==> src/rtl/multi_cycle_control_pkg.sv <==
// rtl/multi_cycle_control_pkg.sv - shared opcodes, state/class enums and ALUOp codes
package multi_cycle_control_pkg;

  // Full 11-bit opcodes (upper bits of the instruction word)
  localparam logic [10:0] OP_LDUR = 11'b11111000010;
  localparam logic [10:0] OP_STUR = 11'b11111000000;
  localparam logic [10:0] OP_ADD  = 11'b10001011000;
  localparam logic [10:0] OP_SUB  = 11'b11001011000;
  localparam logic [10:0] OP_AND  = 11'b10001010000;
  localparam logic [10:0] OP_ORR  = 11'b10101010000;
  // Branch opcodes are shorter; the remaining low bits belong to the immediate
  localparam logic [7:0]  OP_CBZ  = 8'b10110100;
  localparam logic [7:0]  OP_CBNZ = 8'b10110101;
  localparam logic [5:0]  OP_B    = 6'b000101;

  localparam logic [1:0] ALUOP_ADD   = 2'b00;
  localparam logic [1:0] ALUOP_PASS  = 2'b01;
  localparam logic [1:0] ALUOP_FUNCT = 2'b10;

  typedef enum logic [2:0] {
    S_FETCH, S_DECODE, S_EXEC, S_MEM, S_WB, S_TRAP
  } state_t;

  // ILLEGAL is encoded as zero so a cleared class register reads as "nothing decoded"
  typedef enum logic [2:0] {
    CL_ILLEGAL, CL_LDUR, CL_STUR, CL_RTYPE, CL_CBZ, CL_CBNZ, CL_B
  } class_t;

endpackage

==> src/rtl/multi_cycle_control_opcode_class_decode.sv <==
// rtl/multi_cycle_control_opcode_class_decode.sv - combinational opcode to instruction class map
module opcode_class_decode
  import multi_cycle_control_pkg::*;
#(
  parameter int OPCODE_W = 11,
  parameter int CBNZ_EN  = 0
) (
  input  logic [OPCODE_W-1:0] i_opcode,
  output class_t              o_class
);

  logic [10:0] w_op;

  // Classes are decided on the top 11 bits of the opcode field
  assign w_op = i_opcode[OPCODE_W-1 -: 11];

  // Priority match: exact opcodes first, then the short branch prefixes
  always_comb begin
    o_class = CL_ILLEGAL;
    if (w_op == OP_LDUR) begin
      o_class = CL_LDUR;
    end else if (w_op == OP_STUR) begin
      o_class = CL_STUR;
    end else if (w_op == OP_ADD || w_op == OP_SUB || w_op == OP_AND || w_op == OP_ORR) begin
      o_class = CL_RTYPE;
    end else if (w_op[10:3] == OP_CBZ) begin
      o_class = CL_CBZ;
    end else if (w_op[10:3] == OP_CBNZ && CBNZ_EN != 0) begin
      o_class = CL_CBNZ;
    end else if (w_op[10:5] == OP_B) begin
      o_class = CL_B;
    end
  end

endmodule

==> src/rtl/multi_cycle_control.sv <==
// rtl/multi_cycle_control.sv - multi-cycle FETCH/DECODE/EXEC/MEM/WB control unit
module multi_cycle_control
  import multi_cycle_control_pkg::*;
#(
  parameter int OPCODE_W = 11,
  parameter int ALUOP_W  = 2,
  parameter int CNT_W    = 32,
  parameter int CBNZ_EN  = 0
) (
  input  logic                i_clk,
  input  logic                i_reset,
  input  logic [OPCODE_W-1:0] i_opcode,
  input  logic                i_zero,
  input  logic                i_mem_ready,
  output logic                o_pc_write,
  output logic                o_ir_write,
  output logic                o_mem_read,
  output logic                o_mem_write,
  output logic                o_reg_write,
  output logic                o_mem_to_reg,
  output logic                o_alu_src,
  output logic                o_reg2loc,
  output logic                o_uncond_branch,
  output logic [ALUOP_W-1:0]  o_alu_op,
  output logic                o_illegal,
  output logic                o_retired,
  output logic [CNT_W-1:0]    o_instr_count
);

  state_t           r_state;
  state_t           w_next;
  class_t           r_class;
  class_t           w_class;
  logic [CNT_W-1:0] r_count;
  logic [1:0]       w_alu_op;

  opcode_class_decode #(
    .OPCODE_W (OPCODE_W),
    .CBNZ_EN  (CBNZ_EN)
  ) u_decode (
    .i_opcode (i_opcode),
    .o_class  (w_class)
  );

  assign o_alu_op      = ALUOP_W'(w_alu_op);
  assign o_instr_count = r_count;

  // State register, class latched in DECODE, and retired-instruction counter
  always_ff @(posedge i_clk) begin
    if (i_reset) begin
      r_state <= S_FETCH;
      r_class <= CL_ILLEGAL;
      r_count <= '0;
    end else begin
      r_state <= w_next;
      if (r_state == S_DECODE) begin
        r_class <= w_class;
      end
      if (o_retired) begin
        r_count <= r_count + CNT_W'(1);
      end
    end
  end

  // Next state and controls; Zero/MemReady only gate PC/IR writes, retire and transitions
  always_comb begin
    w_next          = r_state;
    o_pc_write      = 1'b0;
    o_ir_write      = 1'b0;
    o_mem_read      = 1'b0;
    o_mem_write     = 1'b0;
    o_reg_write     = 1'b0;
    o_mem_to_reg    = 1'b0;
    o_alu_src       = 1'b0;
    o_reg2loc       = 1'b0;
    o_uncond_branch = 1'b0;
    o_illegal       = 1'b0;
    o_retired       = 1'b0;
    w_alu_op        = ALUOP_ADD;
    if (i_reset) begin
      // While reset is held the unit already looks like an idle FETCH
      o_mem_read = 1'b1;
      w_next     = S_FETCH;
    end else begin
      case (r_state)
        S_FETCH: begin
          o_mem_read = 1'b1;
          if (i_mem_ready) begin
            o_ir_write = 1'b1;
            o_pc_write = 1'b1;
            w_next     = S_DECODE;
          end
        end
        S_DECODE: begin
          w_next = (w_class == CL_ILLEGAL) ? S_TRAP : S_EXEC;
        end
        S_EXEC: begin
          case (r_class)
            CL_LDUR: begin
              o_alu_src = 1'b1;
              w_next    = S_MEM;
            end
            CL_STUR: begin
              o_alu_src = 1'b1;
              o_reg2loc = 1'b1;
              w_next    = S_MEM;
            end
            CL_RTYPE: begin
              w_alu_op = ALUOP_FUNCT;
              w_next   = S_WB;
            end
            CL_CBZ, CL_CBNZ: begin
              o_reg2loc  = 1'b1;
              w_alu_op   = ALUOP_PASS;
              o_pc_write = (r_class == CL_CBZ) ? i_zero : ~i_zero;
              o_retired  = 1'b1;
              w_next     = S_FETCH;
            end
            CL_B: begin
              o_uncond_branch = 1'b1;
              o_pc_write      = 1'b1;
              o_retired       = 1'b1;
              w_next          = S_FETCH;
            end
            default: w_next = S_TRAP;
          endcase
        end
        S_MEM: begin
          o_mem_read  = (r_class == CL_LDUR);
          o_mem_write = (r_class == CL_STUR);
          if (i_mem_ready) begin
            o_retired = (r_class == CL_STUR);
            w_next    = (r_class == CL_LDUR) ? S_WB : S_FETCH;
          end
        end
        S_WB: begin
          o_reg_write  = 1'b1;
          o_mem_to_reg = (r_class == CL_LDUR);
          o_retired    = 1'b1;
          w_next       = S_FETCH;
        end
        S_TRAP: begin
          o_illegal = 1'b1;
        end
        default: w_next = S_FETCH;
      endcase
    end
  end

endmodule

==> config.mk <==
export PLATFORM = sky130hd
export DESIGN_NAME = multi_cycle_control
export DESIGN_NICKNAME = d
export VERILOG_FILES = /design/src/rtl/multi_cycle_control_pkg.sv /design/src/rtl/multi_cycle_control_opcode_class_decode.sv /design/src/rtl/multi_cycle_control.sv
export SDC_FILE = /design/constraint.sdc
export NUM_CORES = 1
export LEC_CHECK = 0
export ABC_AREA = 1
export CORE_MARGIN = 5
export CORE_UTILIZATION = 46
export DETAILED_ROUTE_END_ITERATION = 10
export PLACE_DENSITY_LB_ADDON = 0.3
export SETUP_SLACK_MARGIN = 0.3
export SYNTH_ARGS = -nofsm -noshare
export SYNTH_HDL_FRONTEND = slang
export SYNTH_SLANG_ARGS = --single-unit
==> constraint.sdc <==
create_clock -name i_clk -period 1.5 [get_ports i_clk]
set_clock_uncertainty 0.15 [all_clocks]
set_input_delay 0.3 -clock i_clk [delete_from_list [all_inputs] [get_ports i_clk]]
set_output_delay 0.3 -clock i_clk [all_outputs]
set_load 0.01 [all_outputs]
== Word level (Yosys, flattened, before mapping) ==
Cells that the tools add are included.

* Bits in registers: 38
* Input port bits: 15
* Output and inout port bits: 45
* Word-level logic and storage cells: 81

* $add $sub $neg: 1
* Eq/ne operators: 21
* Muxes and demuxes: 44
* Bitwise logic cells: 2
* Reductions and logical operators: 10

{| class="wikitable"
|+ Operators by type and width
! kind !! number
|-
| == test 11 bit, second input constant || 6
|-
| adder 32 x 1 -> 32 bit, second input constant || 1
|-
| 2-to-1 mux 3 bit || 9
|-
| 2-to-1 mux 1 bit || 26
|-
| == test 3 bit, second input constant || 5
|-
| one-hot mux 3 bit (5 select lines) || 1
|-
| == test 3 x 2 -> 1 bit, second input constant || 4
|-
| one-hot mux 3 bit (3 select lines) || 1
|-
| == test 8 bit, second input constant || 1
|-
| == test 3 x 1 -> 1 bit, second input constant || 2
|-
| == test 6 x 3 -> 1 bit, second input constant || 1
|-
| zero test 3 bit || 2
|-
| one-hot mux 1 bit (2 select lines) || 3
|-
| OR reduction 3 bit || 2
|-
| 2-to-1 mux 2 bit || 2
|-
| != test 2 bit, second input constant || 2
|-
| one-hot mux 2 bit (2 select lines) || 1
|-
| OR reduction 2 bit || 2
|-
| logical OR 1 bit || 3
|-
| one-hot mux 1 bit (3 select lines) || 1
|-
| AND reduction 3 bit || 1
|-
| NOT 1 bit || 2
|}

== Longest topological paths before layout ==
Gate-level depths: netlist (run 1).

* Depth in word-level cells: 10
* Mapped depth: 11

== Cells and area by module ==
A second synthesis (run 1) with hierarchy kept.

* Cell total of the unflattened synthesis: 471
* Area, all modules: 2655.0 um^2

{| class="wikitable"
|+ Modules (own cells, without submodules)
! module !! instances !! cells an instance !! area an instance (um^2)
|-
| multi_cycle_control || 1 || 436 || 2497.4
|-
| opcode_class_decode || 1 || 35 || 157.7
|}

== Least setup slack after synthesis (run 1) ==
Ideal clock, no wire load.

* Path kind: flip-flop to flip-flop
* Start point: register r_count[0], in the netlist o_instr_count[0]
* End point: register r_count[18], in the netlist o_instr_count[18]
* Setup time: 113 ps
* Data arrival time: 1359 ps
* Data required time: 1237 ps
* Setup slack: -122 ps
* Cell stages (with the launch flop): 9
* Buffers on the path: 0
* Cell sequence: dfxtp_1 -> ha_1 -> nand3_1 -> inv_1 -> nand2_1 -> nor3_1 -> nand2_1 -> nor2_1 -> nor2_1

* Word-level cells in the longest chain between the ends: 1

{| class="wikitable"
|+ RTL lines
! item !! line !! text
|-
| start: declaration || multi_cycle_control.sv:34 || <nowiki>logic [CNT_W-1:0] r_count;</nowiki>
|-
| start signal: assignment || multi_cycle_control.sv:60 || <nowiki>r_count <= r_count + CNT_W'(1);</nowiki>
|-
| adder 32 x 1 -> 32 bit || multi_cycle_control.sv:60 ||
|}

Every way passes these cells.
A chain may end at the register's enable or synchronous reset.

== Worst setup path in the final report (run 1) ==
* Start point: register r_class[1]
* End point: output o_mem_write

* Word-level cells in the longest chain between the ends: 3

{| class="wikitable"
|+ RTL lines
! item !! line !! text
|-
| start: declaration || multi_cycle_control.sv:32 || <nowiki>class_t r_class;</nowiki>
|-
| start signal: assignment || multi_cycle_control.sv:57 || <nowiki>r_class <= w_class;</nowiki>
|-
| == test 3 x 2 -> 1 bit || multi_cycle_control.sv:130 || <nowiki>o_mem_write = (r_class == CL_STUR);</nowiki>
|-
| 2-to-1 mux 1 bit || multi_cycle_control.sv:85 || <nowiki>case (r_state)</nowiki>
|-
| 2-to-1 mux 1 bit || multi_cycle_control.sv:80 || <nowiki>if (i_reset) begin</nowiki>
|-
| end: declaration || multi_cycle_control.sv:18 || <nowiki>output logic o_mem_write,</nowiki>
|}

Every way passes these cells.

==> impl_metrics.toml, run 1 <==
[worst_setup_path]
crit_family = "buffers and inverters"
cp-start-kind = "register"
max_stage_delay_ns = 0.38
cp.buffers_inverters = 4
path_common_cell = "nor3_4"
critPathRequiredTime_ns = 1.05
crit_chain = "inv_4 -> nor3_4 -> inv_2 -> buf_6 -> nor3_4 -> buf_2"
cp_max_fo = 4
worstPathArrival_ns = 1.50
crit_path_top_delay_cell = "dfxtp_4"
endpoint_kind = "output pin"
critical_path_class = "register to output pin"

[timing]
slew_headroom = 0.797
report.final.slew_viol_count = 0
rsz0062_at_grt = "yes"
worstMarginPinSlew_ns = 0.302
period_needed_ns = 1.95
hold_ws_ns = 0.346
finalHoldViolCount = 0
period_share = 1.30
final-setup-viol-count = 48
fmax_ghz = 0.512
fin_ws_ns = -0.453

[clocking]
cts_tree = "yes"
clock-sinks = 38
ctsHtreeMaxLevel = 2
clockBufferDepth = 2
worstSkewPairLatency_ns = 0.30
cts_buffers = 5
cts_root_buf = "clkbuf_8"
clk_pin_slew_worst_paths_ns = 0.08

[finish]
final_core_util = 0.816
area_delta_synth_final_pct = 75.7
finalNetCount = 619
drive_above_1_share = 0.459
n_antenna_cell = 0
stdcell_count = 678

[die]
start_util = 0.464
die_area_mm2 = 0.00750
row_count = 28
core-area_mm2 = 0.00582
fp.dieH_um = 86.6
die_x_um = 86.6
io_pins = 60

[place]
hpwl_um = 6680
place_congestion = 0.983
dp_worst_setup_slack_ns = -0.841
io_buffers = 59
dp_cells = 644

[global_route]
grt_pass1_wl_um = 16400
overflow = 0
grt_usage = 0.274
grt_max_degree = 25
antenna_found_initial = 0
grt_pass1_vias = 3592

[route]
ant_nets = 0
wl_per_cell_um = 15.6
first_pass_iters = 5
drc = 0
vias = 3682
routed_wl_um = 10600
drt_iter0_drc = 223
via_per_inst = 5.43

[yosys]
synth_fp_nets = 462
synth_xor_xnor_area_share = 0.0422
syn_avg_cell_area_um2 = 6.05
synth_compound_area_frac = 0.108
synthMuxAreaShare = 0
ys_ff_latch = 38
synth_cell_types = 35
syn_inst = 446
yosysSeqAreaShare = 0.282
yosysWarnings = 0
syn-cell-area_mm2 = 0.00270
synthAdderAreaFrac = 0.00463
synth_top_family_by_area = "simple AND/OR/NAND/NOR gates"
synthSimpleGateAreaFrac = 0.457

[power]
p_int_w = 0.00174
seq_power_share = 0.418
ir_worst_vdd_mv = 0.732
power.density_mw_per_mm2 = 545
switching_share = 0.328
p_clk_frac = 0.285
netSwitchingPower_w = 0.000849
power_frac_comb = 0.297
total_power_w = 0.00259
p_leak_nw = 1.97

[job]
drv_cap = 0

[worst_hold_path]
hold_class = "register to register"

[outcome]
violations = "setup timing"
status = "complete, but fails checks"
==> cell usage in the layout, fill, tap and decap left out, drive strengths merged <==
cell type	instances
nor2	71
o21ai	12
dlygate4sd2	12
bufbuf	1
inv	52
nor3b	1
nand2	153
xnor2	1
o21a	2
nand4	6
clkbuf	7
dfxtp	38
a21boi	1
nor4	1
clkdlybuf4s50	2
a21oi	29
nand3	22
xor2	12
nand3b	3
buf	145
a32oi	1
nor3	26
a31oi	4
ha	1
==> Yosys cell counts <==
| cell type | number | share of area |
|---|---|---|
| nor4_1 | 1 | 0.0023 |
| buf_8 | 2 | 0.011 |
| nor2_1 | 69 | 0.096 |
| nand3_1 | 19 | 0.035 |
| o21ai_0 | 11 | 0.020 |
| nor2_2 | 1 | 0.0023 |
| a32oi_1 | 1 | 0.0032 |
| inv_8 | 1 | 0.0042 |
| nand4_1 | 6 | 0.014 |
| nand2_1 | 150 | 0.21 |
| dfxtp_1 | 38 | 0.28 |
| clkbuf_1 | 4 | 0.0056 |
| xnor2_1 | 1 | 0.0032 |
| ha_1 | 1 | 0.0046 |
| nand3b_1 | 3 | 0.0083 |
| a21oi_2 | 8 | 0.026 |
| nor2_4 | 1 | 0.0042 |
| o21a_1 | 2 | 0.0056 |
| buf_2 | 1 | 0.0019 |
| buf_6 | 3 | 0.013 |
| o21ai_1 | 1 | 0.0019 |
| nor3_2 | 3 | 0.011 |
| xor2_1 | 12 | 0.039 |
| nor3_1 | 22 | 0.041 |
| nand2_2 | 2 | 0.0046 |
| a21boi_0 | 1 | 0.0028 |
| nand2_8 | 1 | 0.0074 |
| nand3_4 | 1 | 0.0065 |
| inv_2 | 2 | 0.0028 |
| a21oi_1 | 21 | 0.039 |
| nor3b_1 | 1 | 0.0028 |
| nor3_4 | 1 | 0.0060 |
| inv_1 | 49 | 0.068 |
| nand3_2 | 2 | 0.0074 |
| a31oi_1 | 4 | 0.0093 |
==> through the flow <==
| step | instance area (um2) | setup TNS (ns) |
|---|---|---|
| after floorplan | 2880 | -0.0839 |
| after global placement | 4020 | -27.26 |
| after detailed placement | 4020 | -28.46 |
| after CTS | 4610 | -12.21 |
| after global routing | 4740 | -19.33 |
| final | 4740 | -15.48 |
==> power by group through the flow <==
stage / combinational [W] / clock, W / sequential, W
floorplan: 0.000304 / 0 / 0.00111
global placement: 0.000527 / 0 / 0.00110
detailed placement: 0.000536 / 0 / 0.00111
CTS: 0.000683 / 0.000757 / 0.00109
global route: 0.000815 / 0.000788 / 0.00108
finish: 0.000768 / 0.000737 / 0.00108
==> layer usage <==
metal  vias up  GRT usage  part of all wire
met1      1698      0.290              0.37
met5         -          0                 0
li1       1740          -                 -
met2       195      0.517              0.52
met3        49     0.0447             0.069
met4         0      0.139             0.045
==> flip-flops by register name, indices dropped and copies added (netlist names) <==
register / cells
o_instr_count: 32
r_class: 3
r_state: 3
==> timing repair <==
action,CTS,global route
gates resized for setup,338,25
hold buffers,0,0
pin swaps,25,13
setup endpoints to repair,83,83
buffers inserted,20,5
cloned,2,0
==> worst register-to-register path, cell delays in order, from the launching register on <==
cell,delay (ns)
dfxtp_4,0.38
inv_4,0.05
nor3_4,0.25
buf_6,0.14
nand3_4,0.06
nand3_4,0.09
nand2_8,0.07
buf_4,0.17
bufbuf_16,0.28
nor2_2,0.08
o21ai_1,0.07
inv_1,0.06
==> cell type report <==
cell class	instances	area (um2)
Multi-Input combinational cell	346	1970
Timing Repair Buffer	160	1530
Fill cell	375	1070
Sequential cell	38	841
Inverter	52	225
Tap cell	75	93.8
Clock buffer	7	86.3
==> cells by family after synthesis <==
logic type	after synthesis
compound gates	49
fa+ha+maj	1
buf+inv	62
flops	38
simple gates	283
xor+xnor	13
==> path summary, 6_finish.rpt <==
path	slack [ns]	endpoint	cells past startpoint	from
min	0.35	o_instr_count[27]	2	o_instr_count[27]
min reg2reg	0.35	o_instr_count[27]	2	o_instr_count[27]
max reg2reg	-0.41	o_instr_count[4]	11	r_class[1]
max	-0.45	o_mem_write	6	r_class[1]
(Power assumes the default switching activity.)
==> run 2, diff against run 1 <==
PLACE_DENSITY = 0.77   (was unset)
PLACE_DENSITY_LB_ADDON = unset   (was 0.3)
==> run 2 against run 1 <==
The flow still finishes with violations (setup timing). Wire length is 25% higher. Via count is 11% higher. Die area stayed put. Cell count is 3.4% higher. Critical endpoint is now o_instr_count[7].
==> impl_metrics.toml, run 2 (same netlist as run 1, synthesis figures left out) <==
[route]
drt_iter0_drc = 455
drc = 0
routed_wl_um = 13200
first_pass_iters = 6
met2_length_um = 6530
via_per_inst = 5.84
dr_wl_met3_um = 1320
ant_nets = 0
vias = 4097
wl_per_cell_um = 18.9
drt-met1-wl_um = 4290
routed.top_layer = "met4"

[global_route]
grt_max_degree = 22
grt_pass1_vias = 3998
grt_usage = 0.311
grt_pass1_wl_um = 18400
overflow = 0
antenna_found_initial = 0

[worst_setup_path]
crit_path_top_delay_cell = "dfxtp_4"
crit_chain = "nor2_4 -> inv_2 -> nor2_4 -> nand2_2 -> nand3_4 -> nand2_8 -> buf_6 -> buf_12 -> o21ai_1 -> nand2_1 -> nor2_1"
r2r_cells = 11
critical_path_class = "register to register"
cp_max_fo = 8
max_stage_delay_ns = 0.37
critPathRequiredTime_ns = 1.56
worstPathArrival_ns = 2.22
path_common_cell = "nor2_4"
cp-start-kind = "register"
endpoint_kind = "register"

[finish]
largest_register_ffs = 32
nFillCells = 316
finalNetCount = 641
final_core_util = 0.870
regArea_um2 = 843
stdcell_count = 701
multi_input_area_mm2 = 0.00201
stdcell_area_mm2 = 0.00506
area_delta_synth_final_pct = 87.4
drive_above_1_share = 0.495
n_antenna_cell = 0
most-common-layout-cells = "nand2_1 (140), buf_6 (83), buf_4 (70)"
mostFrequentLayoutCell = "nand2_1"

[die]
die_x_um = 86.6
core-area_mm2 = 0.00582
die_area_mm2 = 0.00750
row_count = 28
io_pins = 60
fp.dieH_um = 86.6
start_util = 0.464

[timing]
final-setup-viol-count = 48
slew_headroom = 0.684
period_share = 1.44
period_needed_ns = 2.16
worstMarginPinSlew_ns = 0.472
fin_ws_ns = -0.662
finalHoldViolCount = 0
hold_ws_ns = 0.364
fmax_ghz = 0.462
report.final.slew_viol_count = 0
rsz0062_at_grt = "yes"

[job]
drv_cap = 0

[outcome]
violations = "setup timing"
status = "complete, but fails checks"

[clocking]
clock-sinks = 38
cts_tree = "yes"
clk_pin_slew_worst_paths_ns = 0.09
cts_root_buf = "clkbuf_8"
worstSkewPairLatency_ns = 0.32
ctsHtreeMaxLevel = 2
clockBufferDepth = 2
cts_buffers = 5

[place]
dp_worst_setup_slack_ns = -0.863
dpl_cell_area_mm2 = 0.00405
dp_cells = 648
place_congestion = 0.969
hpwl_um = 6690
io_buffers = 59

[worst_hold_path]
holdPathStages = 2
hold_class = "register to register"

[power]
power.density_mw_per_mm2 = 549
ir_worst_vdd_mv = 0.683
p_leak_nw = 2.11
-- run 2: what timing repair did --
item	CTS	global route
resized for setup	346	52
cloned	3	0
pin swaps	24	15
setup endpoints to repair	83	83
hold buffers	0	0
setup buffers	35	7
-- run 2: per-layer routing --
layer | global-route usage | up-vias
met2 | 0.550 | 319
li1 | - | 1783
met4 | 0.197 | 0
met3 | 0.0665 | 122
met1 | 0.333 | 1873
met5 | 0 | -
-- run 2: cell type report --
cell class | instances | share of cell area
Clock buffer | 8 | 0.0178
Inverter | 52 | 0.0460
Multi-Input combinational cell | 346 | 0.398
Sequential cell | 38 | 0.167
Tap cell | 75 | 0.0185
Timing Repair Buffer | 182 | 0.354
-- run 2: worst max-delay path, delay by kind of cell, from the launching register on --
kind | cells | cell delay, ns
simple gates | 7 | 0.93
flops | 1 | 0.37
buf+inv | 3 | 0.37
compound gates | 1 | 0.22
-- run 2: power by group --
part           total (W)  internal (W)  switching [W]
logic           0.000906      0.000426       0.000480
clock network   0.000782      0.000376       0.000407
registers        0.00109       0.00103      0.0000629
total            0.00278       0.00183       0.000950
-- run 2: path summary, 6_finish.rpt --
path                            slack (ns)              start           endpoint
worst max-delay path                 -0.66         r_state[0]   o_instr_count[7]
worst min-delay path                  0.36  o_instr_count[27]  o_instr_count[27]
worst max register to register       -0.66         r_state[0]   o_instr_count[7]
worst min register to register        0.36  o_instr_count[27]  o_instr_count[27]
-- run 2: metrics by stage --
stage	total power, W	TNS, ns
floorplan	0.00141	-0.0839
global placement	0.00164	-27.55
detailed placement	0.00165	-28.96
CTS	0.00258	-14.52
global route	0.00285	-20.63
finish	0.00278	-18.10
==> run 3, diff against run 2 <==
--- a/constraint.sdc
+++ b/constraint.sdc
@@ -3,3 +3,3 @@
 set_input_delay 0.3 -clock i_clk [delete_from_list [all_inputs] [get_ports i_clk]]
 set_output_delay 0.3 -clock i_clk [all_outputs]
-set_load 0.01 [all_outputs]
+set_load 0.05 [all_outputs]
==> run 3 against run 2 <==
The flow now stops in 5_1_grt. Synthesized area did not move. Synthesized cell count did not move.
==> impl_metrics.toml, run 3 <==
[outcome]
lastStage = "5_1_grt"
status = "did not finish"
stop_error = "[ERROR DPL-0033] detailed placement checks failed during check placement."

[yosys]
syn_avg_cell_area_um2 = 6.05
synthTopCellsByArea = "dfxtp_1 (28%), nand2_1 (21%), nor2_1 (9.6%)"
synth_top_area_share = 0.282
syn-cell-area_mm2 = 0.00270
synth_commonest_cells = "nand2_1 (150), nor2_1 (69), inv_1 (49)"
async_flop_share = 0
synth_cell_types = 35
ys.flop_type = "dfxtp_1"
yosysSeqAreaShare = 0.282
synth_fp_nets = 462
synth.most_common_cell = "nand2_1"
synth_edf_count = 0
synth_area_leader_cell = "dfxtp_1"
ys_ff_latch = 38
syn_inst = 446
yosysWarnings = 0

[die]
row_count = 28
fp.dieH_um = 86.6
io_pins = 60
die_x_um = 86.6
start_util = 0.464

[clocking]
ctsHtreeMaxLevel = 2
clockBufferDepth = 2
cts_root_buf = "clkbuf_8"
cts_buffers = 5
cts_hold_buf = 0
clock-sinks = 38

[place]
hpwl_um = 8140
io_buffers = 59
dp_worst_setup_slack_ns = -0.416
dpl_cell_area_mm2 = 0.00467
place_congestion = 0.903

[timing]
worst_endpoint = "o_reg2loc"
endpoint_type = "output port"

[global_route]
grt_max_degree = 16
antenna_found_initial = 0
-- run 3: cell counts after synthesis --
Identical to the previous run, type by type.
-- run 3: logic make-up after synthesis --
| family | after synthesis | synth area share |
|---|---|---|
| AND/OR/NAND/NOR | 283 | 0.457 |
| flip-flops | 38 | 0.282 |
| XOR/XNOR | 13 | 0.0422 |
| buffers and inverters | 62 | 0.106 |
| AO/OA/AOI/OAI | 49 | 0.108 |
| adder cells (fa/ha/maj) | 1 | 0.00463 |
-- run 3: per-stage QoR --
stage,cells,hold WS (ns)
after floorplan,446,0.336
after global placement,657,0.344
after detailed placement,657,0.343
after CTS,683,0.347
-- run 3: what timing repair did --
action,in CTS
cloned,1
hold endpoints to repair,0
setup endpoints to repair,83
pin swaps,19
setup buffers,17
resized for setup,113
==> run 4, diff against run 3 <==
CORE_UTILIZATION = 34   (was 46)
PLACE_DENSITY = unset   (was 0.77)
PLACE_DENSITY_LB_ADDON = 0.15   (was unset)
SETUP_SLACK_MARGIN = unset   (was 0.3)
clock period = 2 ns   (was 1.5 ns; I/O delays follow)
==> run 4 against run 3 <==
The flow now finishes, with violations (setup timing).
==> impl_metrics.toml, run 4 (same netlist as run 1, synthesis figures left out) <==
[die]
die_area_mm2 = 0.00982
io_pins = 60
die_x_um = 99.1
core-area_mm2 = 0.00773
start_util = 0.349
row_count = 32
fp.dieH_um = 99.1

[timing]
hold_ws_ns = 0.350
worstMarginPinSlew_ns = 0.360
slew_headroom = 0.759
report.final.slew_viol_count = 0
final-setup-viol-count = 2
fmax_ghz = 0.497
period_needed_ns = 2.01
finalHoldViolCount = 0
period_share = 1.01
fin_ws_ns = -0.0101
rsz0062_at_grt = "yes"

[route]
via_per_inst = 4.83
drt_iter0_drc = 153
ant_nets = 0
routed_wl_um = 8250
wl_per_cell_um = 13.1
first_pass_iters = 5
drc = 0
vias = 3035

[worst_hold_path]
hold_class = "register to register"
min-delay-start = "o_instr_count[27]"
worst_hold_path.endpoint = "o_instr_count[27]"
holdPathStages = 2

[place]
io_buffers = 59
dp_worst_setup_slack_ns = -0.184
dp_cells = 616
hpwl_um = 6590
place_congestion = 0.916

[finish]
drive_above_1_share = 0.249
finalNetCount = 542
mostFrequentLayoutCell = "nand2_1"
most-common-layout-cells = "nand2_1 (148), nor2_1 (61), buf_4 (56)"
largest_register_ffs = 32
stdcell_count = 629
n_antenna_cell = 0
area_delta_synth_final_pct = 39.2

[clocking]
cts_buffers = 5
cts_root_buf = "clkbuf_8"
cts_tree = "yes"
clock-sinks = 38
clk_pin_slew_worst_paths_ns = 0.08
worstSkewPairLatency_ns = 0.29
ctsHtreeMaxLevel = 2
cts_hold_buf = 0
clockBufferDepth = 2

[power]
power.density_mw_per_mm2 = 485
p_clk_frac = 0.304
switching_share = 0.322
ir_worst_vdd_mv = 0.339
p_leak_nw = 1.47
netSwitchingPower_w = 0.000587
p_int_w = 0.00123
seq_power_share = 0.449
power_frac_comb = 0.246
total_power_w = 0.00182

[worst_setup_path]
critical_path_class = "register to output pin"
cp_max_fo = 3
worstPathArrival_ns = 1.46
endpoint_kind = "output pin"
rrSetupSlack_ns = 0.17
rr_startpoint = "o_instr_count[0]"
cp-start-kind = "register"
critPathRequiredTime_ns = 1.45
r2r_cells = 7
reg2reg_to = "o_instr_count[17]"

[global_route]
overflow = 0
grt_pass1_wl_um = 13600
use_met1 = 0.240
grt_busiest_layer = "met2"
grt_pass1_vias = 2788
grt.met3_usage = 0.0309
antenna_found_initial = 0
grt_max_degree = 26
grt_usage = 0.169
use_met2 = 0.268

[outcome]
violations = "setup timing"
status = "complete, but fails checks"

[job]
drv_cap = 0
[run 4: critical path: stages, from the launching register on]
cell and delay (ns):
dfxtp_4 0.37, buf_6 0.13, nor2_4 0.08, xor2_1 0.16, a32oi_1 0.13, nor2_2 0.15
buf_12 0.15
[run 4: area by class of cell]
type / instances / area (um2)
Clock buffer: 7 / 86.3
Timing Repair Buffer: 83 / 786
Clock inverter: 1 / 5.00
Tap cell: 102 / 128
Sequential cell: 38 / 781
Fill cell: 806 / 3970
Inverter: 52 / 210
Multi-Input combinational cell: 346 / 1760
[run 4: routing by layer]
| layer | up-vias | part of all wire | wire (um) |
|---|---|---|---|
| li1 | 1574 | - | - |
| met1 | 1387 | 0.48 | 3960 |
| met2 | 64 | 0.46 | 3780 |
| met3 | 10 | 0.052 | 432 |
| met4 | 0 | 0.0099 | 82 |
| met5 | - | 0 | 0 |
[run 4: what timing repair did]
item	in CTS	in global routing
setup buffers	5	0
pin swaps	8	5
gates cloned	0	0
endpoints found under the setup margin	12	15
resized for setup	34	18
[run 4: worst max path at each step]
stage	slack, ns	cells past startpoint	end	from
2_1_floorplan	-0.40	3	o_ir_write	i_reset
3_3_place_gp	-0.18	6	o_alu_src	i_reset
3_5_place_dp	-0.18	6	o_alu_src	i_reset
4_1_cts	-0.01	6	o_pc_write	r_class[1]
5_1_grt	-0.09	6	o_pc_write	r_class[1]
6_report	-0.01	6	o_pc_write	r_class[1]
[run 4: stage by stage]
stage / area [um2] / util / setup TNS (ns)
3_5_place_dp: 3490 / 0.452 / -1.40
6_report: 3760 / 0.486 / -0.0120
4_1_cts: 3700 / 0.479 / -0.0145
3_3_place_gp: 3490 / 0.452 / -1.24
5_1_grt: 3760 / 0.486 / -0.474
2_1_floorplan: 2710 / - / -1.93
[run 4: power groups by stage]
stage	sequential (W)	clock, W	combinational [W]
after global placement	0.000823	0	0.000388
after CTS	0.000819	0.000569	0.000431
final	0.000819	0.000555	0.000449
after floorplan	0.000829	0	0.000237
after global routing	0.000823	0.000598	0.000491
after detailed placement	0.000824	0	0.000390
